==> config.mk <==
export PLATFORM = sky130hd
export DESIGN_NAME = alu_writeback_stage
export DESIGN_NICKNAME = d
export VERILOG_FILES = /design/src/rtl/alu_writeback_stage.sv
export SDC_FILE = /design/constraint.sdc
export NUM_CORES = 1
export LEC_CHECK = 0
export CAP_MARGIN = 20
export CELL_PAD_IN_SITES_DETAIL_PLACEMENT = 0
export CELL_PAD_IN_SITES_GLOBAL_PLACEMENT = 1
export CORE_ASPECT_RATIO = 0.6
export CORE_MARGIN = 10
export CORE_UTILIZATION = 35
export CTS_CLUSTER_SIZE = 40
export DETAILED_ROUTE_END_ITERATION = 7
export HOLD_SLACK_MARGIN = 0.15
export PLACE_DENSITY_LB_ADDON = 0.1
export SLEW_MARGIN = 20
export SYNTH_ARGS = -nofsm -noshare
export SYNTH_HDL_FRONTEND = slang
export SYNTH_SLANG_ARGS = --single-unit
==> constraint.sdc <==
create_clock -name clk -period 4.3 [get_ports clk]
set_input_delay 0.645 -clock clk [delete_from_list [all_inputs] [get_ports clk]]
set_output_delay 0.645 -clock clk [all_outputs]
set_load 0.02 [all_outputs]
==> src/rtl/alu_writeback_stage.sv <==
// alu_writeback_stage: captures ALU results into a 2-entry skid buffer that feeds
// register-file writeback. It also holds the condition-code register (CCR),
// evaluates branch conditions, and drives a forwarding tap from the head entry.
// Latency and backpressure:
//   - An accept in cycle N shows up on wb_* in cycle N+1 when the head is free.
//   - in_ready is !skid_full. The skid entry is never overwritten.
// Optional feature: define CCR_BYPASS_EN so that cond_true sees the CCR value
// being written in the current cycle.
// Ports:
//   clk, rst                              clock and synchronous active-high reset
//   in_valid/in_ready                     ALU result handshake
//   in_result/in_flags/in_op/in_rd/in_wen/in_setcc   ALU result payload
//   wb_valid/wb_ready                     writeback handshake
//   wb_data/wb_addr/wb_en                 head entry
//   ccr                                   condition codes {Z,N,V,C}
//   cond -> cond_true                     branch condition evaluation
//   fwd_valid/fwd_addr/fwd_data           forwarding tap (mirrors the head entry)
module alu_writeback_stage #(
    parameter int DATA_W     = 16,
    parameter int REG_ADDR_W = 3
) (
    input  logic                  clk,
    input  logic                  rst,
    input  logic                  in_valid,
    output logic                  in_ready,
    input  logic [DATA_W-1:0]     in_result,
    input  logic [3:0]            in_flags,
    input  logic [2:0]            in_op,
    input  logic [REG_ADDR_W-1:0] in_rd,
    input  logic                  in_wen,
    input  logic                  in_setcc,
    output logic                  wb_valid,
    input  logic                  wb_ready,
    output logic [DATA_W-1:0]     wb_data,
    output logic [REG_ADDR_W-1:0] wb_addr,
    output logic                  wb_en,
    output logic [3:0]            ccr,
    input  logic [3:0]            cond,
    output logic                  cond_true,
    output logic                  fwd_valid,
    output logic [REG_ADDR_W-1:0] fwd_addr,
    output logic [DATA_W-1:0]     fwd_data
);

    // Head entry: the one presented to writeback.
    logic                  r_head_vld;
    logic [DATA_W-1:0]     r_head_data;
    logic [REG_ADDR_W-1:0] r_head_addr;
    logic                  r_head_en;

    // Skid entry: only ever filled while the head is occupied and not popping.
    logic                  r_skid_vld;
    logic [DATA_W-1:0]     r_skid_data;
    logic [REG_ADDR_W-1:0] r_skid_addr;
    logic                  r_skid_en;

    logic [3:0]            r_ccr;

    logic                  w_accept;
    logic                  w_pop;
    logic [3:0]            w_ccr_next;
    logic [3:0]            w_cond_src;

    // An accept is ignored during a reset cycle.
    assign w_accept = in_valid & in_ready & ~rst;
    assign w_pop    = r_head_vld & wb_ready;

    always_ff @(posedge clk) begin
        if (rst) begin
            r_head_vld  <= 1'b0;
            r_head_data <= '0;
            r_head_addr <= '0;
            r_head_en   <= 1'b0;
            r_skid_vld  <= 1'b0;
            r_skid_data <= '0;
            r_skid_addr <= '0;
            r_skid_en   <= 1'b0;
        end else if (w_pop) begin
            if (r_skid_vld) begin
                // When the skid is full, in_ready is low, so no accept can
                // happen this cycle. The skid simply advances into the head.
                r_head_data <= r_skid_data;
                r_head_addr <= r_skid_addr;
                r_head_en   <= r_skid_en;
                r_skid_vld  <= 1'b0;
            end else if (w_accept) begin
                // Pop and accept in the same cycle: the new entry replaces the
                // head, and the skid stays empty.
                r_head_data <= in_result;
                r_head_addr <= in_rd;
                r_head_en   <= in_wen;
            end else begin
                r_head_vld  <= 1'b0;
            end
        end else if (w_accept) begin
            if (!r_head_vld) begin
                r_head_vld  <= 1'b1;
                r_head_data <= in_result;
                r_head_addr <= in_rd;
                r_head_en   <= in_wen;
            end else begin
                r_skid_vld  <= 1'b1;
                r_skid_data <= in_result;
                r_skid_addr <= in_rd;
                r_skid_en   <= in_wen;
            end
        end
    end

    // The CCR is updated in program order at accept time, regardless of
    // whether writeback is stalled.
    always_comb begin
        w_ccr_next = r_ccr;
        if (w_accept && in_setcc) begin
            case (in_op)
                3'b001, 3'b010:                 w_ccr_next = in_flags;
                3'b011, 3'b100, 3'b101, 3'b110: w_ccr_next = {in_flags[3:2], r_ccr[1:0]};
                default:                        w_ccr_next = r_ccr;
            endcase
        end
    end

    always_ff @(posedge clk) begin
        if (rst) begin
            r_ccr <= 4'b0000;
        end else begin
            r_ccr <= w_ccr_next;
        end
    end

    function automatic logic f_cond(input logic [3:0] c, input logic [3:0] sel);
        logic z, n, v, cy;
        logic r;
        z  = c[3];
        n  = c[2];
        v  = c[1];
        cy = c[0];
        case (sel)
            4'd0:    r = 1'b1;
            4'd1:    r = z;
            4'd2:    r = ~z;
            4'd3:    r = n ^ v;
            4'd4:    r = ~(n ^ v);
            4'd5:    r = cy;
            4'd6:    r = ~cy;
            4'd7:    r = n;
            4'd8:    r = ~n;
            4'd9:    r = v;
            4'd10:   r = ~v;
            4'd11:   r = ~z & ~(n ^ v);
            4'd12:   r = z | (n ^ v);
            default: r = 1'b0;
        endcase
        return r;
    endfunction

`ifdef CCR_BYPASS_EN
    // Evaluate the post-update value, so a branch directly after a compare
    // resolves with no bubble.
    assign w_cond_src = w_ccr_next;
`else
    assign w_cond_src = r_ccr;
`endif

    assign cond_true = f_cond(w_cond_src, cond);

    assign in_ready  = ~r_skid_vld;
    assign wb_valid  = r_head_vld;
    assign wb_data   = r_head_data;
    assign wb_addr   = r_head_addr;
    assign wb_en     = r_head_en;
    assign ccr       = r_ccr;
    assign fwd_valid = r_head_vld & r_head_en;
    assign fwd_addr  = r_head_addr;
    assign fwd_data  = r_head_data;

endmodule

==> summary.md, run 1 <==
| Metric | Value |
|---|---|
| Clock share of power | `28.2%` |
| Largest net degree at the start of global routing | `48` |
| F_max | `0.290 GHz` |
| Final period util | `80.2%` |
| Post-synthesis register bit count | `46` |
| Clock buffer depth | `2` |
| CTS Sinks | `46` |
| Area contributors post-synth | `dfxtp_1 (40%), a211oi_2 (11%), mux2i_1 (10%)` |
| Vias in the first global route | `1,838` |
| ANT nets after route | `0` |
| Gr usage total | `11.3%` |
| Slew HR | `44.6%` |
| Sequential area share after synthesis | `40.0%` |
| Post-CTS Hold Buffers | `0` |
| Synth top area share | `40.0%` |
| Ys Warns | `0` |
| Via/cell ratio | `4.80` |
| # H-tree levels | `2` |
| Family with the most delay on the worst path | `buffers and inverters` |
| I/O pin count | `83` |
| # rows | `22` |
| Setup Buffers After CTS | `0` |
| Starting density of the core | `36.8%` |
| CP max stage cell | `clkdlybuf4s50_1` |
| Wire per inst | `14.8 um` |
| Drt initial violations | `120` |
| Mean area per synthesized cell | `8.95 sq um` |
| Worst EP arrival | `2810 ps` |
| Min-Delay Path Class | `flip-flop to flip-flop` |
| Crit path time final | `3450 ps` |
| Net Sw Power | `0.281 mW` |
| TNS Setup | `0 ps` |
| WL final | `5910 um` |
| Internal | `0.670 mW` |
| Combinational Power Share | `23.4%` |
| Synth unique cells | `37` |
| Simple-Gate Fraction of Synth Area | `16.3%` |
| Hold_ws | `458 ps` |
| Commonest non-fill, non-tap cells in the layout | `clkdlybuf4s50_1 (81), dfxtp_1 (46), nand2_1 (44), nor2_1 (25), mux2i_1 (24)` |
| Slew Viols, Final | `0` |
| Filler cells | `610` |
| GPL Wtd Cong | `0.773` |
| Endpoints failing hold | `0` |
| Total core area | `6250 sq um` |
| RSZ-0062 raised after global routing | `false` |
| Clk_lat worst skew | `300 ps` |
| Worst vdd ir | `123 uV` |
| Root buffer cell | `clkbuf_8` |
| Share of cells above drive strength 1 | `11.4%` |
| First-pass GRT wire length | `9670 um` |
| WP buf/inv | `2` |
| Top FF cell, synth | `dfxtp_1` |
| Antenna cells | `0` |
| Syn Std Cell Area | `2300 sq um` |
| Die X | `125 um` |
| Number of enable flip-flop cells after synthesis | `0` |
| Fraction of registers with async set or reset after synthesis | `0%` |
| Worst Setup Start Kind | `input port` |
| Worst-path fanout max | `10` |
| Clock transition at path regs | `90 ps` |
| Leakage power | `1.19 nW` |
| DP HPWL | `4280 um` |
| Combinational family with the most area after synthesis | `compound AO/OA/AOI/OAI gates` |
| CP cell instances | `clkdlybuf4s50_1 -> or4b_1 -> a21oi_1 -> o22ai_1 -> o211ai_1 -> clkdlybuf4s50_1` |
| Synth Area in Adders | `0.544%` |
| Via Count | `1,919` |
| Crit Path Category | `input port to output pin` |
| Critical path required time | `3650 ps` |
| Die H | `82.8 um` |
| Total Die Area | `10,300 sq um` |
| CTS buffer count | `5` |
| Area Overhead vs Synth | `35.9%` |
| Sequential power share | `48.4%` |
| Sw Ratio | `29.6%` |
| Worst Max-Slew Pin Slew | `830 ps` |
| Crit-path max cell delay | `650 ps` |
| CTS resizes | `0` |
| Number of port buffers | `82` |
| Most used cell, CP | `clkdlybuf4s50_1` |
| Pwr/cell area | `304 nW/um^2` |
| Post-synth net total | `294` |
| Multiplexer area fraction after synthesis | `10.4%` |
| Nets | `352` |
| CTS tree | `yes` |
| Leading area contributor after synthesis | `dfxtp_1` |
| Reg2Reg Setup Slack | `2370 ps` |
| Post-Syn Instances | `257` |
| GR Overflow Total | `0` |
| Finish-stage setup viols | `0` |
| Commonest non-fill, non-tap cell in the layout | `clkdlybuf4s50_1` |
| XOR/XNOR Fraction of Synth Area | `0.762%` |
| Initial antenna violation count | `0` |
| Drc violations | `0` |
| Crit. End Element | `output pin` |
| Max-cap violations | `0` |
| Clock Skew | `6.10 ps` |
| Compound-cell area share of the yosys netlist | `21.1%` |
| Initial DRT Pass Iterations | `6` |
| Status | `completed` |
[registers in the layout, summed over array words and instances (netlist names)]
register	cells
r_skid_vld	1
ccr	4
r_skid_en	1
r_skid_data	16
fwd_data	16
r_skid_addr	3
wb_en	1
fwd_addr	3
wb_valid	1
[synthesized netlist by cell type (all sizes together), types with 2 or more instances]
cell type and instances:
nor2b 3, a21oi 23, nand2 44, a41o 2, o41ai 2, a211oi 22, mux2i 24, and2 2
nor2 25, clkbuf 5, inv 7, nand3 2, buf 30, nand2b 2, dfxtp 46
[tightest hold or removal path: cells and delay by family (launching register included)]
| family | cells | cell delay (ps) |
|---|---|---|
| DFF | 1 | 320 |
| AOI/OAI and AO/OA | 1 | 50 |
| and+or+nand+nor | 1 | 50 |
[final timing paths]
| check | from | endpoint | cells past startpoint |
|---|---|---|---|
| min reg2reg | r_skid_data[11]$_SDFFE_PP0P_ | r_skid_data[11]$_SDFFE_PP0P_ | 2 |
| min | r_skid_data[11]$_SDFFE_PP0P_ | r_skid_data[11]$_SDFFE_PP0P_ | 2 |
| max | cond[1] | cond_true | 6 |
| max reg2reg | r_skid_vld$_SDFFE_PP0P_ | fwd_addr[1]$_SDFFE_PP0P_ | 7 |
[cell families (layout without fill, tap and decap cells)]
kind of cell               count (synthesis)  count (layout)
and+or+nand+nor                           85              85
AOI/OAI and AO/OA                         57              57
DFF                                       46              46
buffers and inverters                     42             101
muxes                                     24              24
xor gates and xnor gates                   2               2
adders and majority gates                  1               1
[layer usage]
metal	GRT usage (%)	vias to the layer above	share of wire, %
met5	0	-	0
met4	2.43	0	0.59
met3	4.70	5	7.7
met2	17.6	49	44
met1	14.5	878	48
li1	-	987	-
[final cells by class]
cell class	count	area, sq um	area share, %
well taps	84	105	3.36
repair buffers	86	846	27.1
flip-flops and latches	46	921	29.5
clock inverters	3	21.3	0.681
clock buffers	5	68.8	2.20
multi-input cells	169	1140	36.4
inverters	7	26.3	0.841
[metrics by stage]
stage	setup WS, ps	total power, mW	cell area [sq um]	utilization [%]	instances
after CTS	857	0.965	3130	50.0	400
after floorplan	1970	0.600	2300	-	257
after global placement	891	0.694	3040	48.6	392
after detailed placement	868	0.696	3040	48.6	392
after global routing	743	1.00	3130	50.0	400
final	849	0.951	3130	50.0	400
[power by group through the flow]
stage | logic, mW | clock network (mW) | registers, mW
floorplan | 0.113 | 0 | 0.486
global placement | 0.224 | 0 | 0.470
detailed placement | 0.225 | 0 | 0.471
CTS | 0.226 | 0.278 | 0.461
global route | 0.240 | 0.296 | 0.464
finish | 0.222 | 0.268 | 0.460
Power figures use the tool's default switching activity.
==> run 2, diff against run 1 <==
- CORE_UTILIZATION: 35 -> 29
- clock period: 4.3 -> 3.1 ns (I/O delays scaled with it)
==> summary.md, run 2 (synthesis results as in run 1) <==
| Metric | Value |
|---|---|
| Status | `completed` |
| RSZ-0062 raised after global routing | `false` |
| CTS resizes | `0 (unchanged)` |
| Hold path depth | `2 (unchanged)` |
| Vias in the first global route | `1,985 (+8.0%)` |
| # rows | `25 (+14%)` |
| Root buffer cell | `clkbuf_16` |
| Min-Delay Path Class | `flip-flop to flip-flop` |
| Total Die Area | `12,000 sq um (+16%)` |
| Worst reg2reg endpoint | `fwd_addr[1]$_SDFFE_PP0P_` |
| Worst Max-Slew Pin Slew | `625 ps (-206 ps)` |
| Share of cells above drive strength 1 | `12.5% (+1.1 points)` |
| Commonest non-fill, non-tap cell in the layout | `clkdlybuf4s50_1` |
| # H-tree levels | `2 (unchanged)` |
| Worst-path fanout max | `2 (-8)` |
| Family with the most delay on the worst path | `buffers and inverters` |
| Worst EP arrival | `2430 ps (-380 ps)` |
| TNS Setup | `0 ps (unchanged)` |
| Critical path required time | `2630 ps (-1020 ps)` |
| Leakage power | `1.25 nW (+5.4%)` |
| Crit. End Element | `output pin` |
| Via Count | `1,928 (+0.47%)` |
| Die X | `135 um (+8.3%)` |
| Grt met1 use | `14.1% (-0.36 points)` |
| Reg2Reg Setup Slack | `1270 ps (-1100 ps)` |
| Die H | `89.0 um (+7.5%)` |
| WL final | `6270 um (+6.1%)` |
| Nets | `357 (+1.4%)` |
| Slew HR | `58.4% (+14 points)` |
| GR Overflow Total | `0 (unchanged)` |
| Area Overhead vs Synth | `42.8%` |
| Crit-path max cell delay | `630 ps (-20 ps)` |
| RR Startpoint | `r_skid_vld$_SDFFE_PP0P_` |
| Hold_ws | `453 ps (-4.83 ps)` |
| Worst Setup Start Kind | `input port` |
| Clock transition at path regs | `60 ps (-30 ps)` |
| GPL Wtd Cong | `0.807 (+4.5%)` |
| DP HPWL | `4520 um (+5.5%)` |
| I/O pin count | `83 (unchanged)` |
| Placed cells | `421 (+7.4%)` |
| R2R cell count | `7 (unchanged)` |
| Crit Path Category | `input port to output pin` |
| Met3 usage | `4.49% (-0.21 points)` |
| Grt peak-use layer | `met2` |
| F_max | `0.346 GHz` |
| WP buf/inv | `2 (unchanged)` |
| Non-Filler Instances | `428 (+7.0%)` |
| Worst hold endpoint | `r_skid_data[15]$_SDFFE_PP0P_` |
| Finish-stage setup viols | `0 (unchanged)` |
| Gr usage total | `10.7% (-0.58 points)` |
| Slew Viols, Final | `0 (unchanged)` |
| Hold Path Origin | `r_skid_data[15]$_SDFFE_PP0P_` |
| Clk_lat worst skew | `280 ps (-20 ps)` |
| Setup Buffers After CTS | `0 (unchanged)` |
| Total core area | `7790 sq um (+25%)` |
| Endpoints failing hold | `0 (unchanged)` |
| Starting density of the core | `29.5% (-7.3 points)` |
| Worst vdd ir | `238 uV (+94%)` |
| Drc violations | `0 (unchanged)` |
| Filler cells | `773 (+27%)` |
| Final period util | `93.3%` |
| Clock buffer depth | `2 (unchanged)` |
| Wire per inst | `14.6 um (-0.83%)` |
| Post-CTS Hold Buffers | `0 (unchanged)` |
| CP cell instances | `clkdlybuf4s50_1 -> or4b_1 -> a21boi_1 -> o22ai_1 -> o211ai_1 -> clkdlybuf4s50_1` |
| Clock Skew | `3.14 ps (-2.96 ps)` |
| Met2 Use GR | `15.7% (-1.8 points)` |
| CTS Sinks | `46 (unchanged)` |
| Drt initial violations | `51 (-57%)` |
| ANT nets after route | `0 (unchanged)` |
| Via/cell ratio | `4.50 (-6.1%)` |
| Largest net degree at the start of global routing | `47 (-2.1%)` |
| First-pass GRT wire length | `10,200 um (+5.5%)` |
| Max-cap violations | `0 (unchanged)` |
| CTS buffer count | `5 (unchanged)` |
| CP max stage cell | `clkdlybuf4s50_1` |
| Pwr/cell area | `478 nW/um^2 (+57%)` |
| Initial antenna violation count | `0 (unchanged)` |
| CTS tree | `yes` |
| Commonest non-fill, non-tap cells in the layout | `clkdlybuf4s50_1 (81), dfxtp_1 (46), nand2_1 (44), nor2_1 (25), mux2i_1 (24)` |
| Antenna cells | `0 (unchanged)` |
| Crit path time final | `2890 ps` |
| Most used cell, CP | `clkdlybuf4s50_1` |
| Number of port buffers | `82 (unchanged)` |
| Initial DRT Pass Iterations | `4 (-2)` |
## run 2: layout make-up
| class | instances | area [sq um] | share of cell area [%] |
|---|---|---|---|
| inverters | 7 | 26.3 | 0.800 |
| repair buffers | 91 | 896 | 27.3 |
| well taps | 108 | 135 | 4.11 |
| flip-flops and latches | 46 | 921 | 28.0 |
| clock buffers | 6 | 139 | 4.23 |
| clock inverters | 1 | 30.0 | 0.914 |
| multi-input cells | 169 | 1140 | 34.6 |
## run 2: stage by stage
| step | area (sq um) | total power, mW | util, % | setup WS [ps] |
|---|---|---|---|---|
| floorplan | 2300 | 0.832 | - | 1130 |
| global placement | 3120 | 0.972 | 40.0 | 214 |
| detailed placement | 3120 | 0.973 | 40.0 | 214 |
| CTS | 3280 | 1.61 | 42.2 | 198 |
| global route | 3280 | 1.65 | 42.2 | 80.0 |
| finish | 3280 | 1.57 | 42.2 | 207 |
## run 2: worst min-delay path, stage by stage (launching register included)
cell	delay, ps
dfxtp_1	310
nand2_1	50
a21oi_1	50
## run 2: metal layers
metal	wire, um	up-vias
li1	-	991
met1	3140	883
met2	2630	52
met3	455	2
met4	44	0
met5	0	-
## run 2: how the worst max path moves through the flow
stage | from | to | slack, ps | cells past startpoint
2_1_floorplan | cond[1] | cond_true | 1130 | 5
3_3_place_gp | cond[1] | cond_true | 210 | 6
3_5_place_dp | cond[3] | cond_true | 210 | 6
4_1_cts | cond[3] | cond_true | 200 | 6
5_1_grt | cond[0] | cond_true | 80 | 6
6_report | cond[3] | cond_true | 210 | 6
## run 2: where the power goes
group	total [mW]	internal, mW	switching [mW]	leakage, nW
Clock	0.618	0.398	0.220	0.0829
Combinational	0.315	0.158	0.157	0.796
Sequential	0.638	0.617	0.0212	0.373
